[config.mk]
export PLATFORM = sky130hd
export DESIGN_NAME = updown_count_mod_flat
export DESIGN_NICKNAME = d
export VERILOG_FILES = /design/src/rtl/cnt_pkg.sv /design/src/rtl/updown_count_mod_if.sv /design/src/rtl/cnt_term_detect.sv /design/src/rtl/updown_count_mod.sv /design/src/flat_wrapper.sv
export SDC_FILE = /design/constraint.sdc
export NUM_CORES = 1
export LEC_CHECK = 0
export ABC_AREA = 1
export ABC_CLOCK_PERIOD_IN_PS = 2320
export CAP_MARGIN = 20
export CORE_AREA = 3 3 40 42
export CTS_CLUSTER_SIZE = 10
export DETAILED_ROUTE_END_ITERATION = 8
export DIE_AREA = 0 0 43 45
export DONT_BUFFER_PORTS = 1
export PLACE_DENSITY = 0.37
export SETUP_SLACK_MARGIN = 0.1
export SKIP_LAST_GASP = 1
export SLEW_MARGIN = 25
export SYNTH_ARGS = -nofsm -noshare
export SYNTH_HDL_FRONTEND = slang
export SYNTH_SLANG_ARGS = --single-unit
[constraint.sdc]
create_clock -name Clock -period 2.32 [get_ports Clock]
set_input_delay 0.116 -clock Clock [delete_from_list [all_inputs] [get_ports Clock]]
set_output_delay 0.116 -clock Clock [all_outputs]
set_load 0.05 [all_outputs]
[src/rtl/cnt_pkg.sv]
// Shared constants and helpers for the up/down counter family.
// Direction encodings and the clamped parallel-load computation.
package cnt_pkg;

    localparam logic DIR_UP   = 1'b1;
    localparam logic DIR_DOWN = 1'b0;

    // Saturate a load value to modulus-1; modulus is 33 bits so 2**32 fits.
    function automatic logic [31:0] clamp_load(input logic [31:0] value,
                                               input logic [32:0] modulus);
        logic [32:0] lim;
        lim = modulus - 33'd1;
        return ({1'b0, value} > lim) ? lim[31:0] : value;
    endfunction

endpackage

[src/rtl/updown_count_mod_if.sv]
// Control/status bundle for one updown_count_mod stage.
// The master drives load/enable/direction and observes count, Tc and Wrap.
interface updown_count_mod_if #(parameter int N = 4);

    logic         L;
    logic         E;
    logic         Up;
    logic [N-1:0] R;
    logic [N-1:0] Q;
    logic         Tc;
    logic         Wrap;

    modport master (output L, E, Up, R, input Q, Tc, Wrap);
    modport slave  (input L, E, Up, R, output Q, Tc, Wrap);

endinterface

[src/rtl/cnt_term_detect.sv]
// Combinational terminal-value detection for the counter stage.
// Tc is only raised when the coming edge will actually count past the limit.
module cnt_term_detect
    import cnt_pkg::*;
#(
    parameter int N = 4
) (
    input  logic [N-1:0] q,
    input  logic [N-1:0] max_val,
    input  logic         up,
    input  logic         e,
    input  logic         l,
    output logic         at_max,
    output logic         at_min,
    output logic         tc
);

    assign at_max = (q == max_val);
    assign at_min = (q == '0);
    assign tc     = e & ~l & ((up == DIR_UP) ? at_max : at_min);

endmodule

[src/rtl/updown_count_mod.sv]
// N-bit up/down modulo counter with clamped load, Tc and registered Wrap pulse.
// Define UPDOWN_SAT_EN to saturate at the limits instead of wrapping.
module updown_count_mod
    import cnt_pkg::*;
#(
    parameter int     N       = 4,
    parameter longint MODULUS = 16
) (
    input  logic               Clock,
    input  logic               Reset,
    updown_count_mod_if.slave  bus
);

    localparam logic [32:0]  MOD_W = 33'(MODULUS);
    localparam logic [N-1:0] MAX_Q = N'(MODULUS - 1);

    logic [N-1:0] q_q, q_d;
    logic         wrap_q, wrap_d;
    logic         at_max, at_min, tc;
    logic         over;
    logic [31:0]  load_val;

    cnt_term_detect #(.N(N)) u_term (
        .q       (q_q),
        .max_val (MAX_Q),
        .up      (bus.Up),
        .e       (bus.E),
        .l       (bus.L),
        .at_max  (at_max),
        .at_min  (at_min),
        .tc      (tc)
    );

    // A corrupted Q above the limit is steered back into range.
    assign over     = (q_q > MAX_Q);
    assign load_val = clamp_load(32'(bus.R), MOD_W);

    always_comb begin
        q_d    = q_q;
        wrap_d = 1'b0;
        if (bus.L) begin
            q_d = load_val[N-1:0];
        end else if (bus.E) begin
            if (bus.Up == DIR_UP) begin
                if (at_max || over) begin
`ifdef UPDOWN_SAT_EN
                    q_d    = MAX_Q;
`else
                    q_d    = '0;
                    wrap_d = 1'b1;
`endif
                end else begin
                    q_d = q_q + N'(1);
                end
            end else begin
                if (at_min) begin
`ifdef UPDOWN_SAT_EN
                    q_d    = '0;
`else
                    q_d    = MAX_Q;
                    wrap_d = 1'b1;
`endif
                end else if (over) begin
                    q_d = MAX_Q;
                end else begin
                    q_d = q_q - N'(1);
                end
            end
        end
    end

    always_ff @(posedge Clock or posedge Reset) begin
        if (Reset) begin
            q_q    <= '0;
            wrap_q <= 1'b0;
        end else begin
            q_q    <= q_d;
            wrap_q <= wrap_d;
        end
    end

    assign bus.Q    = q_q;
    assign bus.Tc   = tc;
    assign bus.Wrap = wrap_q;

endmodule

[src/flat_wrapper.sv]
// flat-port wrapper written by rule: the top's interface ports become plain ports
module updown_count_mod_flat import cnt_pkg::*;
#(
    parameter int     N       = 4,
    parameter longint MODULUS = 16
)
  (Clock, Reset, bus_L, bus_E, bus_Up, bus_R, bus_Q, bus_Tc, bus_Wrap);
  updown_count_mod_if #(.N(N)) bus_i ();
  input  logic Clock;
  input  logic Reset;
  input wire logic [$bits(bus_i.L)-1:0] bus_L;
  input wire logic [$bits(bus_i.E)-1:0] bus_E;
  input wire logic [$bits(bus_i.Up)-1:0] bus_Up;
  input wire logic [$bits(bus_i.R)-1:0] bus_R;
  output wire logic [$bits(bus_i.Q)-1:0] bus_Q;
  output wire logic [$bits(bus_i.Tc)-1:0] bus_Tc;
  output wire logic [$bits(bus_i.Wrap)-1:0] bus_Wrap;
  assign bus_i.L = bus_L;
  assign bus_i.E = bus_E;
  assign bus_i.Up = bus_Up;
  assign bus_i.R = bus_R;
  assign bus_Q = bus_i.Q;
  assign bus_Tc = bus_i.Tc;
  assign bus_Wrap = bus_i.Wrap;
  updown_count_mod #(.N(N), .MODULUS(MODULUS)) u_core (.Clock(Clock), .Reset(Reset), .bus(bus_i));
endmodule
* Word level (Yosys, flattened, before mapping)
Cells that the tools add are included.
** Word-level totals
- Flip-flop bits (word level) :: 5
- Word-level logic and storage cells :: 24
- Memories :: 0
- Latch bits :: 0
- Bits of input ports :: 9
- Output and inout bits :: 6
- Bits in read-only memories :: 0
- RAM bits :: 0
** Cells by class
- Reduce and logical (&&, ||, !) cells :: 3
- $mul :: 0
- Mux-type cells :: 12
- Eq/ne operators :: 1
- Bitwise gates (word level) :: 3
- Shifts and indexed selects :: 0
- Order comparisons :: 1
- Div/mod/pow operators :: 0
- Add/subtract/negate cells :: 2
** Operators by type and width (count)
- $mux W4 :: 6
- $mux W1 :: 6
- $add A4 B1 Y4 const B :: 1
- $eq A4 B4 Y1 const B :: 1
- $gt A4 B4 Y1 const B :: 1
- $logic_not A4 Y1 :: 1
- $sub A4 B1 Y4 const B :: 1
- $and A1 B1 Y1 :: 2
- $reduce_bool A2 Y1 :: 1
- $logic_or A1 B1 Y1 :: 1
- $not A1 Y1 :: 1

* Depth between registers and ports, before layout
Gate-level depths: netlist of the first run.
- Depth in word-level cells :: 6
- Depth in mapped cells :: 8
- Depth with buffers taken out :: 8

* Cells and area by module
A second synthesis of the first run with hierarchy kept.
** Second synthesis, totals
- Cells, all modules :: 94
- Area, all modules :: 531.8 µm²
** Modules (own cells, without submodules)
- updown_count_mod :: area an instance 401.6 µm², instances 1, cells each 61, seq. area each 125.1 µm²
- cnt_term_detect :: area an instance 130.1 µm², instances 1, cells each 33, seq. area each 0.0 µm²

* Worst setup path before layout of the first run
No wires, ideal clock.
- Kind :: reg2out
- Start point :: reg u_core.q_q[0] (netlist: u_core.bus.Q[0])
- End point :: out bus_Tc
- Buffers on the path :: 0
- Arrival :: 1.866 ns
- Stages on the path, launching flop included :: 5
- Required time :: 2.204 ns
- Slack :: 0.338 ns
- Cells stage by stage :: dfrtp_1 inv_1 ha_1 nand3_1 a21oi_1
** On the way
- Cells in the longest elaborated chain, start to end :: 3
- Elaborated cells on any way between the ends :: 4
- Classes of those cells :: eq/ne: 1; mux: 1; bitwise: 1; reduce/logical: 1
** Ends and longest elaborated chain
- start: declaration :: RTL line updown_count_mod.sv:17 : logic [N-1:0] q_q, q_d;
- start signal: assignment :: RTL line updown_count_mod.sv:77 : q_q <= q_d;
- $eq A4 B4 Y1 or $logic_not A4 Y1 (tied branches) :: RTL line cnt_term_detect.sv:18, cnt_term_detect.sv:19
- $mux W1 (*) :: RTL line cnt_term_detect.sv:20 : assign tc = e & ~l & ((up == DIR_UP) ? at_max : at_min);
- $and A1 B1 Y1 (*) :: RTL line cnt_term_detect.sv:20
- end: declaration :: RTL line flat_wrapper.sv:16 : output wire logic [$bits(bus_i.Tc)-1:0] bus_Tc;
Mark *: on every way between the ends. The rest lies on a longest branch, timed or not.

* Worst setup path in the final report of the first run
- Start point :: reg u_core.q_q[2] (netlist: u_core.bus.Q[2])
- End point :: out bus_Tc
Same word-level chain as after synthesis.

==> metrics, run 1 <==
postcts setup bufs=0; die area=0.001935 mm^2; initial antenna violation count=0; met3 Use GR=0.04781; WHS Endpoint=u_core.bus.Q[2]; Post-Syn Area per Cell=6.835 um^2; Hold WS=0.009091 ns; worst rel slew slack=0.5656; global-route track usage on met1=0.1271; CTS buffer count=3; FMAX=569.5 MHz; clock root buffer=clkbuf_4; vias in the first global route=388; setup repair after global routing missed its margin=no; buffer depth of the longest clock path=2; Critical Path Source Type=flop; synthesis warning total=0; delay-heaviest family, CP=flip-flops; GR peak layer=met2; largest net degree at the start of global routing=8; Worst Path Buf+Inv=2; Worst EP required=2.20 ns; DRT Wirelength=915 um; # fillers=151; Detailed Routing Iterations Pass 1=4; area of placed instances=410.4 um^2; Critical Path AT=1.64 ns; final instance area=447.9 um^2; setup TNS=0 ns; Placer Congestion=0.7730; hold path startpoint=bus_L; ranking of synthesized cells by area=dfrtp_1 (34%), nand2_1 (19%), nand3_1 (9.5%); Vias=369; flops & latches, synth=5; Starting Density=0.2872; Crit-path slowest cell=dfrtp_1; Hold Crit Class=input port to flop; Area growth, synth to finish=21.36%; hpwl dp=774.6 um; r2r startpoint=u_core.bus.Q[0]; die height=45 um; final hold vios=0; first-pass GRT wire length=1621 um; post_cts resized=0; cell count after synthesis=54; fin crit share=0.7568; clock sink count=5; sequential fraction of the synthesis area=0.3390; Slew Limit Fails=0; R2R depth=8; status=finished clean; DRT iter0 DRCs=7; Vias/cell=4.792; Max H-tree Level=1; Worst Setup Path Type=flop to output port; worst skew pair latency=0.25 ns; Yosys top cell area share=0.3390; power per cell area=715.5 mW/mm^2; Unique masters post-synth=15; total placed cells including tap cells=72; hold depth=2; maxcap violations=0; PortBufs=0; Diodes inserted=0; Tmin final=1.756 ns; post-synth net total=65; layout cells sized above 1=0.1452; CP Capture Type=output port; worst vdd ir=0.2486 mV; final-report setup violation count=0; CTS tree=done; P_leak=0.2501 nW; Routed WL per cell=11.88 um; nets@finish=74; CP max FO=7; GRT overflow=0; Layout Cells excl Fill=77; Synth area leader=dfrtp_1; Worst-path clk slew=0.05 ns; Rows=13; Post-Syn Area=369.1 um^2; Clock Skew=0.006882 ns; CP peak stage delay=0.75 ns; Critical Path, Cell by Cell=nand2_1 > clkinv_1 > nand3_1 > a21oi_1 > buf_4; GR Util met2=0.1886; R2R Setup Slk=0.88 ns; Antenna Violating Nets Remaining=0; die width=43 um; Slew @ Worst Pin=0.6516 ns; Post-route DRC=0; Ports=15; area of the core=0.001285 mm^2; gr usage total=0.1138; capture point of the worst reg-to-reg path=u_core.bus.Q[2]
-- metal layers --
metal | wire (um) | vias up | share of wire
li1 | - | 187 | -
met1 | 385 | 167 | 0.42
met2 | 453 | 15 | 0.50
met3 | 76 | 0 | 0.083
met4 | 0 | 0 | 0
met5 | 0 | - | 0
-- placed cells by master (no fill, tap or decap) --
cell | synthesis | layout
xor2_1 | 2 | 2
ha_1 | 2 | 2
inv_2 | 1 | 1
dfrtp_1 | 5 | 5
o211ai_1 | 1 | 1
clkinv_1 | 1 | 1
o221ai_1 | 1 | 1
clkinv_2 | 0 | 1
nand3_2 | 1 | 1
a21oi_1 | 2 | 2
nand2_1 | 19 | 19
a22oi_1 | 1 | 1
inv_1 | 8 | 8
nand3_1 | 7 | 7
nor2_1 | 2 | 2
clkbuf_4 | 0 | 3
or2_1 | 1 | 1
buf_4 | 0 | 3
dlygate4sd3_1 | 0 | 1
-- repair_timing --
action                     in CTS  in global routing
hold endpoints to repair        5                  0
setup endpoints to repair       0                  0
hold buffers                    1                  0
-- layout make-up --
type	count	area [um^2]	area share
inverters	10	37.54	0.08380
well taps	15	18.77	0.04190
flip-flops and latches	5	125.1	0.2793
clock inverters	1	5.005	0.01117
multi-input cells	39	206.4	0.4609
repair buffers	4	32.53	0.07263
clock buffers	3	22.52	0.05028
-- registers in the layout, indices dropped and copies added, names as in the netlist --
signal,cells
u_core.bus.Q,4
u_core.bus.Wrap,1
-- through the flow --
step           setup slack [ns]  total power (W)  utilization
4_1_cts                  0.5518        0.0003271       0.3486
5_1_grt                  0.4427        0.0003461       0.3486
2_1_floorplan            0.3381        0.0001966            -
3_3_place_gp             0.8422        0.0002193       0.3194
3_5_place_dp             0.8309        0.0002211       0.3194
6_report                 0.5642        0.0003205       0.3486
-- power breakdown --
part / switching (W) / internal [W] / total, W
Combinational: 0.0000620 / 0.0000325 / 0.0000945
Sequential: 0.0000289 / 0.0000962 / 0.000125
Clock: 0.0000384 / 0.0000625 / 0.000101
-- worst register-to-register path: cells and delay by family (launching register included) --
| kind | cells | cell delay [ns] |
|---|---|---|
| adders and majority gates | 1 | 0.23 |
| xor gates and xnor gates | 1 | 0.14 |
| DFF | 1 | 0.32 |
| and+or+nand+nor | 4 | 0.28 |
| buffers and inverters | 2 | 0.35 |
-- Yosys cell counts --
cell type and n:
dfrtp_1 5, o221ai_1 1, inv_1 8, clkinv_1 1, or2_1 1, o211ai_1 1, nand3_2 1, nand3_1 7
a22oi_1 1, nand2_1 19, a21oi_1 2, nor2_1 2, xor2_1 2, inv_2 1, ha_1 2
-- worst max-delay path by stage --
stage | cells past startpoint | endpoint | slack (ns) | start
final | 5 | bus_Tc | 0.56 | u_core.bus.Q[2]
after global routing | 5 | bus_Tc | 0.44 | u_core.bus.Q[2]
after CTS | 5 | bus_Tc | 0.55 | u_core.bus.Q[2]
after detailed placement | 5 | bus_Tc | 0.83 | u_core.bus.Q[2]
after global placement | 6 | bus_Tc | 0.84 | u_core.bus.Q[0]
after floorplan | 4 | bus_Tc | 0.34 | u_core.bus.Q[0]
-- kinds of logic (layout without fill, tap and decap cells) --
group                    count (synthesis)  in the layout  share of synthesized area
AO/OA/AOI/OAI                            5              5                    0.09155
AND/OR/NAND/NOR                         30             30                     0.3526
buffers and inverters                   10             18                     0.1017
flip-flops                               5              5                     0.3390
XOR/XNOR                                 2              2                    0.04747
adder cells (fa/ha/maj)                  2              2                    0.06779
Power figures use the tool's default switching activity.
==> run 2: changes to the inputs <==
ABC_CLOCK_PERIOD_IN_PS = 1700   (was 2320)
clock period = 1.7 ns   (was 2.32 ns; I/O delays follow)
==> metrics, run 2 (same netlist as run 1, synthesis figures left out) <==
Vias=385; final worst slack=0.2183 ns; Vias/cell=4.695; pre-CTS WS=0.3871 ns; Slew @ Worst Pin=0.4438 ns; Hold Crit Class=input port to flop; Worst Setup Path Type=flop to output port; die area=0.001935 mm^2; buffer depth of the longest clock path=2; total placed cells including tap cells=74; max reg flops=4; Worst EP required=1.62 ns; delay-heaviest family, CP=flip-flops; P_leak=0.2711 nW; CP max FO=5; Slew Limit Fails=0; Post-route DRC=0; fin crit share=0.8716; Placer Congestion=0.7804; layout cells sized above 1=0.1940; Layout Cells excl Fill=82; Worst Path Buf+Inv=2; initial antenna violation count=0; Detailed Routing Iterations Pass 1=4; first-pass GRT wire length=1704 um; Diodes inserted=0; Routed WL per cell=11.67 um; GR Util met2=0.2036; met3 Use GR=0.03187; GR peak layer=met2; Tmin final=1.482 ns; Critical Path AT=1.40 ns; Hold WS=0.01007 ns; FMAX=674.9 MHz; GRT overflow=0; area of the core=0.001285 mm^2; CTS tree=done; hpwl dp=749.2 um; Crit-path slowest cell=dfrtp_1; Worst-path clk slew=0.04 ns; setup repair after global routing missed its margin=no; nets@finish=79; CP peak stage delay=0.40 ns; die width=43 um; Rows=13; largest net degree at the start of global routing=8; DRT Wirelength=957 um; Starting Density=0.2872; PortBufs=0; highest-count cells in the layout ignoring fill and taps=nand2_1 (19), inv_1 (7), nand3_1 (6); gr usage total=0.1198; clock sink count=5; Power Total=0.0004598 W; postcts setup bufs=0; Max H-tree Level=1; worst skew pair latency=0.24 ns; power per cell area=883.3 mW/mm^2; clock root buffer=clkbuf_4; status=finished clean; Antenna Violating Nets Remaining=0; final hold vios=0; DRT iter0 DRCs=11; final-report setup violation count=0; global-route track usage on met1=0.1422; vias in the first global route=395; Clock Skew=0.005333 ns; CP Capture Type=output port; commonest non-fill, non-tap cell in the layout=nand2_1; die height=45 um; CTS buffer count=3; Ports=15; worst rel slew slack=0.7043; setup TNS=0 ns; Area growth, synth to finish=41.02%; worst vdd ir=0.2313 mV; Critical Path Source Type=flop; maxcap violations=0; Critical Path, Cell by Cell=inv_2 > ha_1 > nand3_2 > a21oi_4 > buf_12
run 2: what timing repair did:
action / CTS / global route
hold buffers: 4 / 0
gates resized for setup: 0 / 2
setup endpoints to repair: 0 / 1
endpoints found under the hold margin: 7 / 0
run 2: final timing paths:
| check | from | end | slack (ns) | depth (start not counted) |
|---|---|---|---|---|
| max | u_core.bus.Q[0] | bus_Tc | 0.22 | 5 |
| min | bus_L | u_core.bus.Q[3] | 0.01 | 2 |
| max reg2reg | u_core.bus.Q[1] | u_core.bus.Q[3] | 0.43 | 7 |
| min reg2reg | u_core.bus.Q[0] | u_core.bus.Q[0] | 0.65 | 2 |
| max in group asynchronous | Reset | u_core.bus.Q[3] | 1.36 | 2 |
| min in group asynchronous | Reset | u_core.bus.Q[0] | 0.17 | 2 |
run 2: cell type report:
class                   count  area (um^2)
clock buffers               4        26.28
fillers                   137        764.5
inverters                  10        37.54
multi-input cells          39        222.7
flip-flops and latches      5        125.1
well taps                  15        18.77
repair buffers              9        90.09
run 2: report_power, final:
| group | leakage [nW] | total, W | internal [W] | switching (W) |
|---|---|---|---|---|
| sequential | 0.0624 | 0.000155 | 0.000132 | 0.0000223 |
| combinational | 0.194 | 0.000171 | 0.0000595 | 0.000111 |
| clock | 0.0150 | 0.000135 | 0.0000885 | 0.0000460 |
run 2: metal layers:
layer,part of all wire,up-vias
met1,0.43,168
met3,0.090,2
met5,0,-
li1,-,197
met2,0.46,18
met4,0.020,0
run 2: through the flow:
stage,instance area (um^2),util
after floorplan,380.4,-
after global placement,449.2,0.3496
after detailed placement,449.2,0.3496
after CTS,515.5,0.4012
after global routing,520.5,0.4051
final,520.5,0.4051
